`src/rtl/result_writeback.sv`:
```
// Result writeback stage: buffers rows of lane results in a small show-ahead FIFO
// and writes each row as one wide word to result memory B at sequential addresses.
module result_writeback #(
    parameter int LANES     = 8,
    parameter int LANE_W    = 16,
    parameter int DEPTH     = 4,
    parameter int ADDR_STEP = 16
) (
    input  logic                    clk,
    input  logic                    rst,
    input  logic                    start,
    input  logic [31:0]             base_addr,
    input  logic [15:0]             row_count,
    input  logic                    res_valid,
    output logic                    res_ready,
    input  logic [LANES*LANE_W-1:0] res_data,
    output logic                    wr_en,
    input  logic                    wr_ready,
    output logic [31:0]             wr_addr,
    output logic [LANES*LANE_W-1:0] wr_data,
    output logic                    busy,
    output logic                    done,
    output logic                    err
);

    localparam int ROW_W = LANES * LANE_W;
    localparam int PTR_W = $clog2(DEPTH);
    localparam int CNT_W = PTR_W + 1;

    typedef enum logic [1:0] {
        S_IDLE,
        S_RUN,
        S_DRAIN,
        S_DONE
    } state_t;

    state_t             state;
    logic [31:0]        base_q;
    logic [15:0]        rows_q;
    logic [15:0]        acc_cnt;
    logic [15:0]        wr_cnt;

    logic [ROW_W-1:0]   fifo_mem [DEPTH];
    logic [PTR_W-1:0]   head;
    logic [PTR_W-1:0]   tail;
    logic [CNT_W-1:0]   fifo_count;

    logic               fifo_empty;
    logic               push;
    logic               pop;

    // Accept side: no bypass, a full FIFO stalls upstream even if a pop is pending.
    assign fifo_empty = (fifo_count == '0);
    assign res_ready  = (state == S_RUN) && (fifo_count < CNT_W'(DEPTH)) && (acc_cnt < rows_q);
    assign push       = res_valid && res_ready;

    // Write side: show-ahead head entry; empty FIFO presents zero data.
    assign wr_en   = !fifo_empty;
    assign pop     = wr_en && wr_ready;
    assign wr_data = fifo_empty ? '0 : fifo_mem[head];
    assign wr_addr = base_q + 32'(wr_cnt) * 32'(ADDR_STEP);

    assign busy = (state == S_RUN) || (state == S_DRAIN);
    assign done = (state == S_DONE);

    // Row storage is data only; the pointers and count below decide what is valid.
    always_ff @(posedge clk) begin
        if (push) begin
            fifo_mem[tail] <= res_data;
        end
    end

    always_ff @(posedge clk) begin
        if (rst) begin
            head       <= '0;
            tail       <= '0;
            fifo_count <= '0;
        end else begin
            if (push) begin
                tail <= tail + PTR_W'(1);
            end
            if (pop) begin
                head <= head + PTR_W'(1);
            end
            case ({push, pop})
                2'b10:   fifo_count <= fifo_count + CNT_W'(1);
                2'b01:   fifo_count <= fifo_count - CNT_W'(1);
                default: fifo_count <= fifo_count;
            endcase
        end
    end

    always_ff @(posedge clk) begin
        if (rst) begin
            state   <= S_IDLE;
            base_q  <= '0;
            rows_q  <= '0;
            acc_cnt <= '0;
            wr_cnt  <= '0;
            err     <= 1'b0;
        end else begin
            if (push) begin
                acc_cnt <= acc_cnt + 16'd1;
            end
            if (pop) begin
                wr_cnt <= wr_cnt + 16'd1;
            end

            // A stray row outside RUN wins over the clear from a same-cycle start.
            if (res_valid && (state != S_RUN)) begin
                err <= 1'b1;
            end else if (start && (state == S_IDLE)) begin
                err <= 1'b0;
            end

            case (state)
                S_IDLE: begin
                    if (start) begin
                        base_q  <= base_addr;
                        rows_q  <= row_count;
                        acc_cnt <= '0;
                        wr_cnt  <= '0;
                        state   <= (row_count != 16'd0) ? S_RUN : S_DONE;
                    end
                end
                S_RUN: begin
                    if (push && (acc_cnt == rows_q - 16'd1)) begin
                        state <= S_DRAIN;
                    end
                end
                S_DRAIN: begin
                    if (pop && (wr_cnt == rows_q - 16'd1)) begin
                        state <= S_DONE;
                    end
                end
                S_DONE: begin
                    state <= S_IDLE;
                end
                default: begin
                    state <= S_IDLE;
                end
            endcase
        end
    end

`ifndef SYNTHESIS
    a_count_bound: assert property (@(posedge clk) disable iff (rst)
        fifo_count <= CNT_W'(DEPTH));

    a_stall_hold: assert property (@(posedge clk) disable iff (rst)
        (wr_en && !wr_ready) |=> (wr_en && $stable(wr_addr) && $stable(wr_data)));

    a_writes_trail_accepts: assert property (@(posedge clk) disable iff (rst)
        wr_cnt <= acc_cnt);
`endif

endmodule
```
`config.mk`:
```
export PLATFORM = sky130hd
export DESIGN_NAME = result_writeback
export DESIGN_NICKNAME = d
export VERILOG_FILES = /design/src/rtl/result_writeback.sv
export SDC_FILE = /design/constraint.sdc
export NUM_CORES = 1
export LEC_CHECK = 0
export CORE_ASPECT_RATIO = 1.2
export CORE_MARGIN = 8
export CORE_UTILIZATION = 50
export CTS_BUF_LIST = sky130_fd_sc_hd__clkbuf_4 sky130_fd_sc_hd__clkbuf_8 sky130_fd_sc_hd__clkbuf_16
export DETAILED_ROUTE_END_ITERATION = 12
export PLACE_DENSITY_LB_ADDON = 0.1
export SYNTH_ARGS = -nofsm -noshare
export SYNTH_HDL_FRONTEND = slang
export SYNTH_SLANG_ARGS = --single-unit
```
`constraint.sdc`:
```
create_clock -name clk -period 5.61 [get_ports clk]
set_input_delay 0.561 -clock clk [delete_from_list [all_inputs] [get_ports clk]]
set_output_delay 0.561 -clock clk [all_outputs]
set_load 0.01 [all_outputs]
```
==> results of run 1 <==
==> cell usage after synthesis, types with 4 or more instances <==
| cell type | count | share of area (%) |
|---|---|---|
| nor4_1 | 8 | 0.20 |
| a211oi_1 | 8 | 0.24 |
| a31oi_1 | 8 | 0.20 |
| and2_1 | 134 | 3.3 |
| clkbuf_1 | 57 | 0.85 |
| nand2b_1 | 12 | 0.30 |
| a21o_1 | 5 | 0.15 |
| or3_1 | 8 | 0.20 |
| nand2_1 | 137 | 2.0 |
| xor2_1 | 37 | 1.3 |
| nand3_1 | 15 | 0.30 |
| nor3b_1 | 4 | 0.12 |
| nand4_1 | 11 | 0.27 |
| o21ai_0 | 20 | 0.40 |
| and3_1 | 14 | 0.35 |
| buf_1 | 16 | 0.24 |
| nor3_1 | 14 | 0.28 |
| mux4_2 | 128 | 11 |
| xnor2_1 | 56 | 1.9 |
| inv_1 | 36 | 0.53 |
| buf_2 | 5 | 0.099 |
| buf_4 | 5 | 0.15 |
| ha_1 | 45 | 2.2 |
| a21oi_1 | 81 | 1.6 |
| nor2b_1 | 5 | 0.12 |
| edfxtp_1 | 512 | 61 |
| dfxtp_1 | 92 | 7.3 |
| nor2_1 | 63 | 0.93 |
==> stage by stage <==
stage / cells / util, % / instance area [sq um] / setup slack, ns / power, mW
detailed placement: 2516 / 58.77 / 29450 / 1.688 / 8.712
floorplan: 1594 / - / 25320 / 0.3499 / 7.309
global placement: 2516 / 58.77 / 29450 / 1.721 / 8.686
global route: 2627 / 62.59 / 31360 / 0.7631 / 12.97
CTS: 2624 / 62.57 / 31360 / 0.9903 / 12.59
finish: 2629 / 62.60 / 31370 / 1.092 / 12.42
==> placed cells by master (no fill, tap or decap), drive strengths merged, types with 16 or more instances in the layout <==
master / n
edfxtp: 512
clkdlybuf4s50: 344
nand2: 137
and2: 134
mux4: 128
dfxtp: 92
a21oi: 81
clkbuf: 76
nor2: 63
xnor2: 57
ha: 45
inv: 40
xor2: 37
clkinv: 21
o21ai: 20
buf: 20
nand3: 16
==> state kept, by name, summed over array words and instances (netlist names), named ones only <==
signal	cells
wr_cnt	16
fifo_count	3
head	2
base_q	32
state	2
acc_cnt	16
rows_q	16
fifo_mem	512
err	1
tail	2
==> power breakdown <==
group | switching, mW | internal (mW) | leakage (nW)
Clock | 1.63 | 2.23 | 0.948
Combinational | 1.60 | 1.61 | 3.94
Sequential | 0.178 | 5.17 | 5.37
Total | 3.40 | 9.02 | 10.3
==> critical path: stages (launching register included) <==
cell             delay [ns]
dfxtp_1                0.47
ha_1                   0.23
a21o_1                 0.12
a21oi_1                0.10
o21a_1                 0.20
or2_2                  0.30
o311ai_0               0.46
a41oi_1                0.37
nor3b_1                0.38
xor2_1                 0.18
clkdlybuf4s50_1        0.56
==> layout make-up <==
type / count / area (sq um)
timing repair buffer: 364 / 3666
inverter: 37 / 138.9
fill: 3676 / 18740
tap: 644 / 805.8
multi-input combinational: 867 / 7616
clock inverter: 32 / 276.5
antenna: 5 / 12.51
clock buffer: 76 / 1629
sequential: 604 / 17220
==> worst paths after layout <==
kind                            startpoint       endpoint  cells past startpoint
worst max-delay path             wr_cnt[0]    wr_addr[31]                     10
worst min-delay path             base_q[3]      base_q[3]                      2
worst max register to register   rows_q[4]  fifo_count[2]                     13
worst min register to register   base_q[3]      base_q[3]                      2
==> per-layer routing <==
metal / up-vias / part of all wire (%) / track usage (%) / wire, um
met1: 7302 / 41 / 25.81 / 24660
met2: 406 / 51 / 34.70 / 30230
met4: 8 / 2.3 / 5.541 / 1375
met3: 88 / 5.9 / 4.867 / 3530
met5: - / 0.089 / 0 / 53
li1: 6724 / - / - / -
==> logic make-up (layout without fill, tap and decap cells) <==
kind of cell | Yosys count | count (layout) | share of synthesized area (%)
AO/OA/AOI/OAI | 153 | 153 | 3.662
XOR/XNOR | 95 | 95 | 3.371
adder cells (fa/ha/maj) | 47 | 47 | 2.382
buffers and inverters | 123 | 509 | 2.011
flip-flops | 604 | 604 | 68.00
multiplexers | 129 | 129 | 11.43
other | 0 | 5 | 0
AND/OR/NAND/NOR | 443 | 443 | 9.143
==> flow_summary.json, run 1 <==
{
  "cts_setup_buffers": 0,
  "p_leak_nw": 10.25,
  "holdBufCountCts": 0,
  "clkSinkCount": 604,
  "syn_inst": 1594,
  "synth.yosys.seq_area_share_pct": 68.00,
  "worstMarginPinSlew_ns": 1.059,
  "h-tree-depth": 2,
  "relSlewSlack_pct": 28.28,
  "vias": 14528,
  "tns_ns": 0,
  "insertion_delay_ns": 0.61,
  "synth_edf_count": 512,
  "vdd_ir_drop_max_mv": 0.3392,
  "die_h_um": 262.5,
  "num_io_pins": 346,
  "power_density_nw_per_um2": 395.9,
  "skew_ns": 0.02487,
  "root_buffer": "clkbuf_16",
  "grt_pass1_wl_um": 91920,
  "r2r_setup_slack_ns": 1.65,
  "fmax_ghz": 0.2213,
  "drive_above_1_share_pct": 13.59,
  "hold_violations": 0,
  "outcome": "complete, no violations",
  "cp.arrival_ns": 3.96,
  "cp.required_ns": 5.05,
  "chipWidth_um": 221.4,
  "drc": 0,
  "antenna_left": 0,
  "drt_iter0_markers": 903,
  "synthArstFlopShare_pct": 0,
  "grt_overflow": 0,
  "setup_violations": 0,
  "drt_wl_total_um": 59840,
  "synth.distinct_cells": 65,
  "nets": 2161,
  "drv_cap": 0,
  "synthFlopType": "edfxtp_1",
  "area_growth_pct": 23.91,
  "cts_made_buffers": 59,
  "worst-setup-path-type": "register to output port",
  "initial_core_util_pct": 50.52,
  "detail_route.wl_per_cell_um": 22.76,
  "rows": 90,
  "syn-cell-area_sq_um": 25320,
  "synth_area_per_cell_sq_um": 15.88,
  "grt_pass1_vias": 15171,
  "die-area_sq_um": 58120,
  "coreArea_sq_um": 50110,
  "hp-class": "register to register",
  "ctsResizeCount": 0,
  "place_congestion": 0.8665,
  "dpl.hpwl_um": 39890,
  "portBuffers": 345,
  "drtPass1Iterations": 5,
  "start_kind": "register",
  "viasPerCell": 5.526,
  "critPathMaxFanout": 6,
  "syn_nets": 1822,
  "cts_buffer_depth": 3,
  "slew_viol_final": 0,
  "grtUsageTotal_pct": 20.32,
  "rsz0062_at_grt": "no",
  "endpoint_kind": "output port",
  "finalCritPeriodShare_pct": 80.54,
  "holdWs_ns": 0.4529,
  "antenna_found_initial": 10,
  "yosysWarnings": 0,
  "grt_max_degree": 73,
  "synth-seq-cells": 604,
  "clkTransAtPathRegs_ns": 0.06,
  "period_minus_slack_ns": 4.518,
  "cts_tree": "built"
}
Power figures use the tool's default switching activity.
==> inputs of run 2 (changes only) <==
Clock period 5.61 ns to 3.7 ns, I/O delays scaled along.
==> flow_summary.json, run 2 (synthesis results as in run 1) <==
{
  "relSlewSlack_pct": 50.71,
  "drc": 0,
  "placed_cells": 2546,
  "area_growth_pct": 26.08,
  "slew_viol_final": 0,
  "initial_core_util_pct": 50.52,
  "vias": 14789,
  "clkSinkCount": 604,
  "num_io_pins": 346,
  "grt_pass1_vias": 15506,
  "cp_slowest_cell": "clkdlybuf4s50_1",
  "reg_top3": "fifo_mem: 512 flops, base_q: 32 flops",
  "portBuffers": 345,
  "dpl.hpwl_um": 41670,
  "vdd_ir_drop_max_mv": 0.4820,
  "coreArea_sq_um": 50110,
  "top_register": "fifo_mem",
  "place_ws_ns": 0.1906,
  "worstMarginPinSlew_ns": 0.7375,
  "path_cells": "ha_1 > a21o_1 > a21oi_1 > o21ai_0 > a31oi_2 > o311ai_4 > a31oi_1 > xnor2_1 > clkdlybuf4s50_1",
  "power_density_nw_per_um2": 604.9,
  "hold_violations": 0,
  "p_total_mw": 19.31,
  "layout_common_cells": "edfxtp_1 (512), clkdlybuf4s50_1 (331), nand2_1 (137)",
  "viasPerCell": 5.554,
  "fmax_ghz": 0.2827,
  "drv_cap": 0,
  "cp.arrival_ns": 3.17,
  "grtUsageTotal_pct": 21.06,
  "place_congestion": 0.8813,
  "rows": 90,
  "die_h_um": 262.5,
  "grt_overflow": 0,
  "finalCritPeriodShare_pct": 95.61,
  "antenna_left": 0,
  "nets": 2193,
  "chipWidth_um": 221.4,
  "period_minus_slack_ns": 3.538,
  "hp-class": "input port to register",
  "final_common_cell": "edfxtp_1",
  "holdBufCountCts": 0,
  "fin_ws_ns": 0.1623,
  "clkTransAtPathRegs_ns": 0.06,
  "h-tree-depth": 2,
  "critPathMaxFanout": 5,
  "antenna_found_initial": 14,
  "die-area_sq_um": 58120,
  "detail_route.wl_per_cell_um": 23.26,
  "p_leak_nw": 10.59,
  "skew_ns": 0.01658,
  "grt_max_degree": 59,
  "root_buffer": "clkbuf_16",
  "cts_buffer_depth": 3,
  "drt_iter0_markers": 790,
  "instances_no_fill": 2663,
  "insertion_delay_ns": 0.60,
  "worst_path_largest_cell_delay_ns": 0.60,
  "largest_register_ffs": 512,
  "start_kind": "register",
  "grt_pass1_wl_um": 94520,
  "cts_tree": "built",
  "setup_violations": 0,
  "drt_wl_total_um": 61940,
  "endpoint_kind": "output port",
  "drtPass1Iterations": 5,
  "cp.required_ns": 3.33,
  "final_util_pct": 63.70,
  "cts_made_buffers": 59,
  "drive_above_1_share_pct": 16.19,
  "worst-setup-path-type": "register to output port",
  "outcome": "complete, no violations"
}
run 2: repair_timing:
item                       in CTS  in global routing
buffers inserted                2                  0
pin swaps                       4                  4
setup endpoints to repair      15                 16
gates resized for setup        40                 24
gates cloned                    0                  0
run 2: path summary, 6_finish.rpt:
path | startpoint | to | slack [ns] | cells after the start
worst max-delay path | base_q[10] | wr_addr[19] | 0.16 | 9
worst min-delay path | rst | state[0] | 0.1 | 4
worst max register to register | rows_q[6] | fifo_count[2] | 0.49 | 14
worst min register to register | base_q[0] | base_q[0] | 0.45 | 2
run 2: layer usage:
| layer | wire length (um) | global-route usage [%] | up-vias |
|---|---|---|---|
| met5 | 118 | 0 | - |
| met4 | 2022 | 7.872 | 18 |
| met3 | 3785 | 5.715 | 111 |
| met2 | 32030 | 36.69 | 382 |
| met1 | 23980 | 24.79 | 7482 |
| li1 | - | - | 6796 |
run 2: through the flow:
step	instance area [sq um]	hold slack (ns)	TNS [ns]
4_1_cts	31880	0.06754	0
6_report	31920	0.09547	0
3_3_place_gp	29810	0.4413	0
3_5_place_dp	29810	0.4469	0
5_1_grt	31920	0.07323	-0.001221
2_1_floorplan	25320	0.4363	-52.05
run 2: final cells by class:
cell class / instances / area (sq um)
Antenna cell: 5 / 12.51
Clock buffer: 65 / 1521
Clock inverter: 45 / 488.0
Fill cell: 3677 / 18190
Inverter: 37 / 138.9
Multi-Input combinational cell: 867 / 7715
Sequential cell: 604 / 17230
Tap cell: 644 / 805.8
Timing Repair Buffer: 396 / 4006
run 2: critical path: cells and delay by family, from the launching register on:
family                     cells  cell delay [ns]
AOI/OAI and AO/OA              6             1.13
buffers and inverters          1             0.60
adders and majority gates      1             0.37
DFF                            1             0.31
xor gates and xnor gates       1             0.14
run 2: where the power goes:
group / internal (mW) / switching, mW / leakage (nW)
Clock: 3.71 / 2.46 / 0.995
Sequential: 7.84 / 0.201 / 5.37
Combinational: 2.54 / 2.55 / 4.22
Total: 14.1 / 5.21 / 10.6
==> inputs of run 3 (changes only) <==
Settings changed: CORE_ASPECT_RATIO 1.2 to 0.75.
==> flow_summary.json, run 3 (synthesis results as in run 1) <==
{
  "holdWs_ns": 0.07446,
  "period_minus_slack_ns": 3.596,
  "area_growth_pct": 26.23,
  "endpoint_kind": "output port",
  "grt_pass1_wl_um": 88420,
  "antenna_found_initial": 9,
  "drv_cap": 0,
  "slew_viol_final": 0,
  "skew_ns": 0.02978,
  "portBuffers": 345,
  "hp-start": "rst",
  "fmax_ghz": 0.2781,
  "num_io_pins": 346,
  "grt_max_degree": 84,
  "reg2regPathDepth": 14,
  "cp.arrival_ns": 3.23,
  "reg2reg_from": "rows_q[6]",
  "cts_tree": "built",
  "drt_wl_total_um": 58820,
  "die_h_um": 210.9,
  "hold_violations": 0,
  "rows": 71,
  "reg_top3": "fifo_mem: 512 flops, base_q: 32 flops",
  "r2r_setup_slack_ns": 0.52,
  "layout_common_cells": "edfxtp_1 (512), clkdlybuf4s50_1 (328), nand2_1 (137)",
  "coreArea_sq_um": 50100,
  "grt_overflow": 0,
  "root_buffer": "clkbuf_16",
  "finalCritPeriodShare_pct": 97.20,
  "cts_made_buffers": 58,
  "relSlewSlack_pct": 46.68,
  "start_kind": "register",
  "top_register": "fifo_mem",
  "nets": 2196,
  "cts_buffer_depth": 3,
  "grt_use_met3_pct": 4.887,
  "insertion_delay_ns": 0.61,
  "drt_iter0_markers": 935,
  "worstMarginPinSlew_ns": 0.7968,
  "place_ws_ns": 0.04079,
  "worst-setup-path-type": "register to output port",
  "detail_route.wl_per_cell_um": 21.97,
  "clkTransAtPathRegs_ns": 0.06,
  "largest_register_ffs": 512,
  "p_leak_nw": 10.64,
  "drc": 0,
  "use_met1_pct": 26.55,
  "busiest_layer": "met2",
  "drtPass1Iterations": 5,
  "vias": 14615,
  "place_congestion": 0.8757,
  "final_cell_area_sq_um": 31960,
  "outcome": "complete, no violations",
  "setup_violations": 0,
  "antenna_left": 0,
  "hp-class": "input port to register",
  "viasPerCell": 5.459,
  "initial_core_util_pct": 50.53,
  "h-tree-depth": 2,
  "chipWidth_um": 275.8,
  "placed_area_sq_um": 29720,
  "timing.rr.end": "fifo_count[2]",
  "power_density_nw_per_um2": 594.3,
  "clkSinkCount": 604,
  "grt_pass1_vias": 14915,
  "hold-path-endpoint": "state[0]",
  "die-area_sq_um": 58160,
  "drive_above_1_share_pct": 17.01,
  "multi_input_area_sq_um": 7782,
  "fillCellCount": 3615,
  "use_met2_pct": 32.29,
  "grtUsageTotal_pct": 19.73,
  "hold_depth": 4,
  "vdd_ir_drop_max_mv": 0.4307,
  "regArea_sq_um": 17230,
  "dpl.hpwl_um": 38050,
  "critPathMaxFanout": 3,
  "holdBufCountCts": 0,
  "fin_ws_ns": 0.1038,
  "final_common_cell": "edfxtp_1",
  "cp.required_ns": 3.33
}
## run 3: area by class of cell
class,instances,area share [%]
inverters,37,0.4346
diodes,3,0.02349
clock inverters,26,0.7556
multi-input cells,867,24.35
clock buffers,83,5.376
repair buffers,400,12.56
flip-flops and latches,604,53.92
well taps,657,2.572
## run 3: how the worst max path moves through the flow
stage / start / end / slack, ns / cells past startpoint
after floorplan: rows_q[2] / fifo_mem[0][0] / -0.10 / 7
after global placement: base_q[5] / wr_addr[21] / 0.11 / 11
after detailed placement: base_q[5] / wr_addr[31] / 0.04 / 10
after CTS: wr_cnt[0] / wr_addr[30] / -0.04 / 14
after global routing: wr_cnt[0] / wr_addr[30] / -0.04 / 14
final: wr_cnt[0] / wr_addr[30] / 0.10 / 14
## run 3: critical path: stages, from the launching register on
cell       delay (ns)
dfxtp_2          0.35
ha_4             0.14
inv_2            0.04
fa_2             0.41
nor2b_4          0.14
o2111ai_2        0.14
nand3_2          0.13
a21boi_2         0.07
o21ai_2          0.23
a31oi_4          0.15
buf_6            0.16
a211oi_4         0.25
buf_6            0.15
xor2_2           0.13
buf_2            0.16
## run 3: where the power goes
part	internal (mW)	leakage, nW	switching (mW)	total (mW)
Clock	3.50	0.988	2.48	5.98
Combinational	2.51	4.28	2.45	4.96
Sequential	7.84	5.37	0.217	8.06
Total	13.9	10.6	5.14	19.0
## run 3: per-layer routing
layer / vias to the layer above / share of wire, %
met5: - / 0.15
met1: 7381 / 43
met2: 343 / 49
met4: 12 / 1.8
li1: 6796 / -
met3: 83 / 6.2
## run 3: through the flow
step	cells	total power, mW	setup TNS [ns]	utilization, %
floorplan	1594	11.06	-52.05	-
global placement	2549	13.19	0	59.31
detailed placement	2549	13.23	0	59.31
CTS	2672	19.23	-0.04378	63.60
global route	2674	19.84	-0.03680	63.77
finish	2677	18.99	0	63.78
## run 3: repair_timing
item,4_1_cts,5_1_grt
setup buffers,14,2
endpoints found under the setup margin,14,16
gates cloned,0,0
gates resized for setup,47,36
pin swaps,11,11
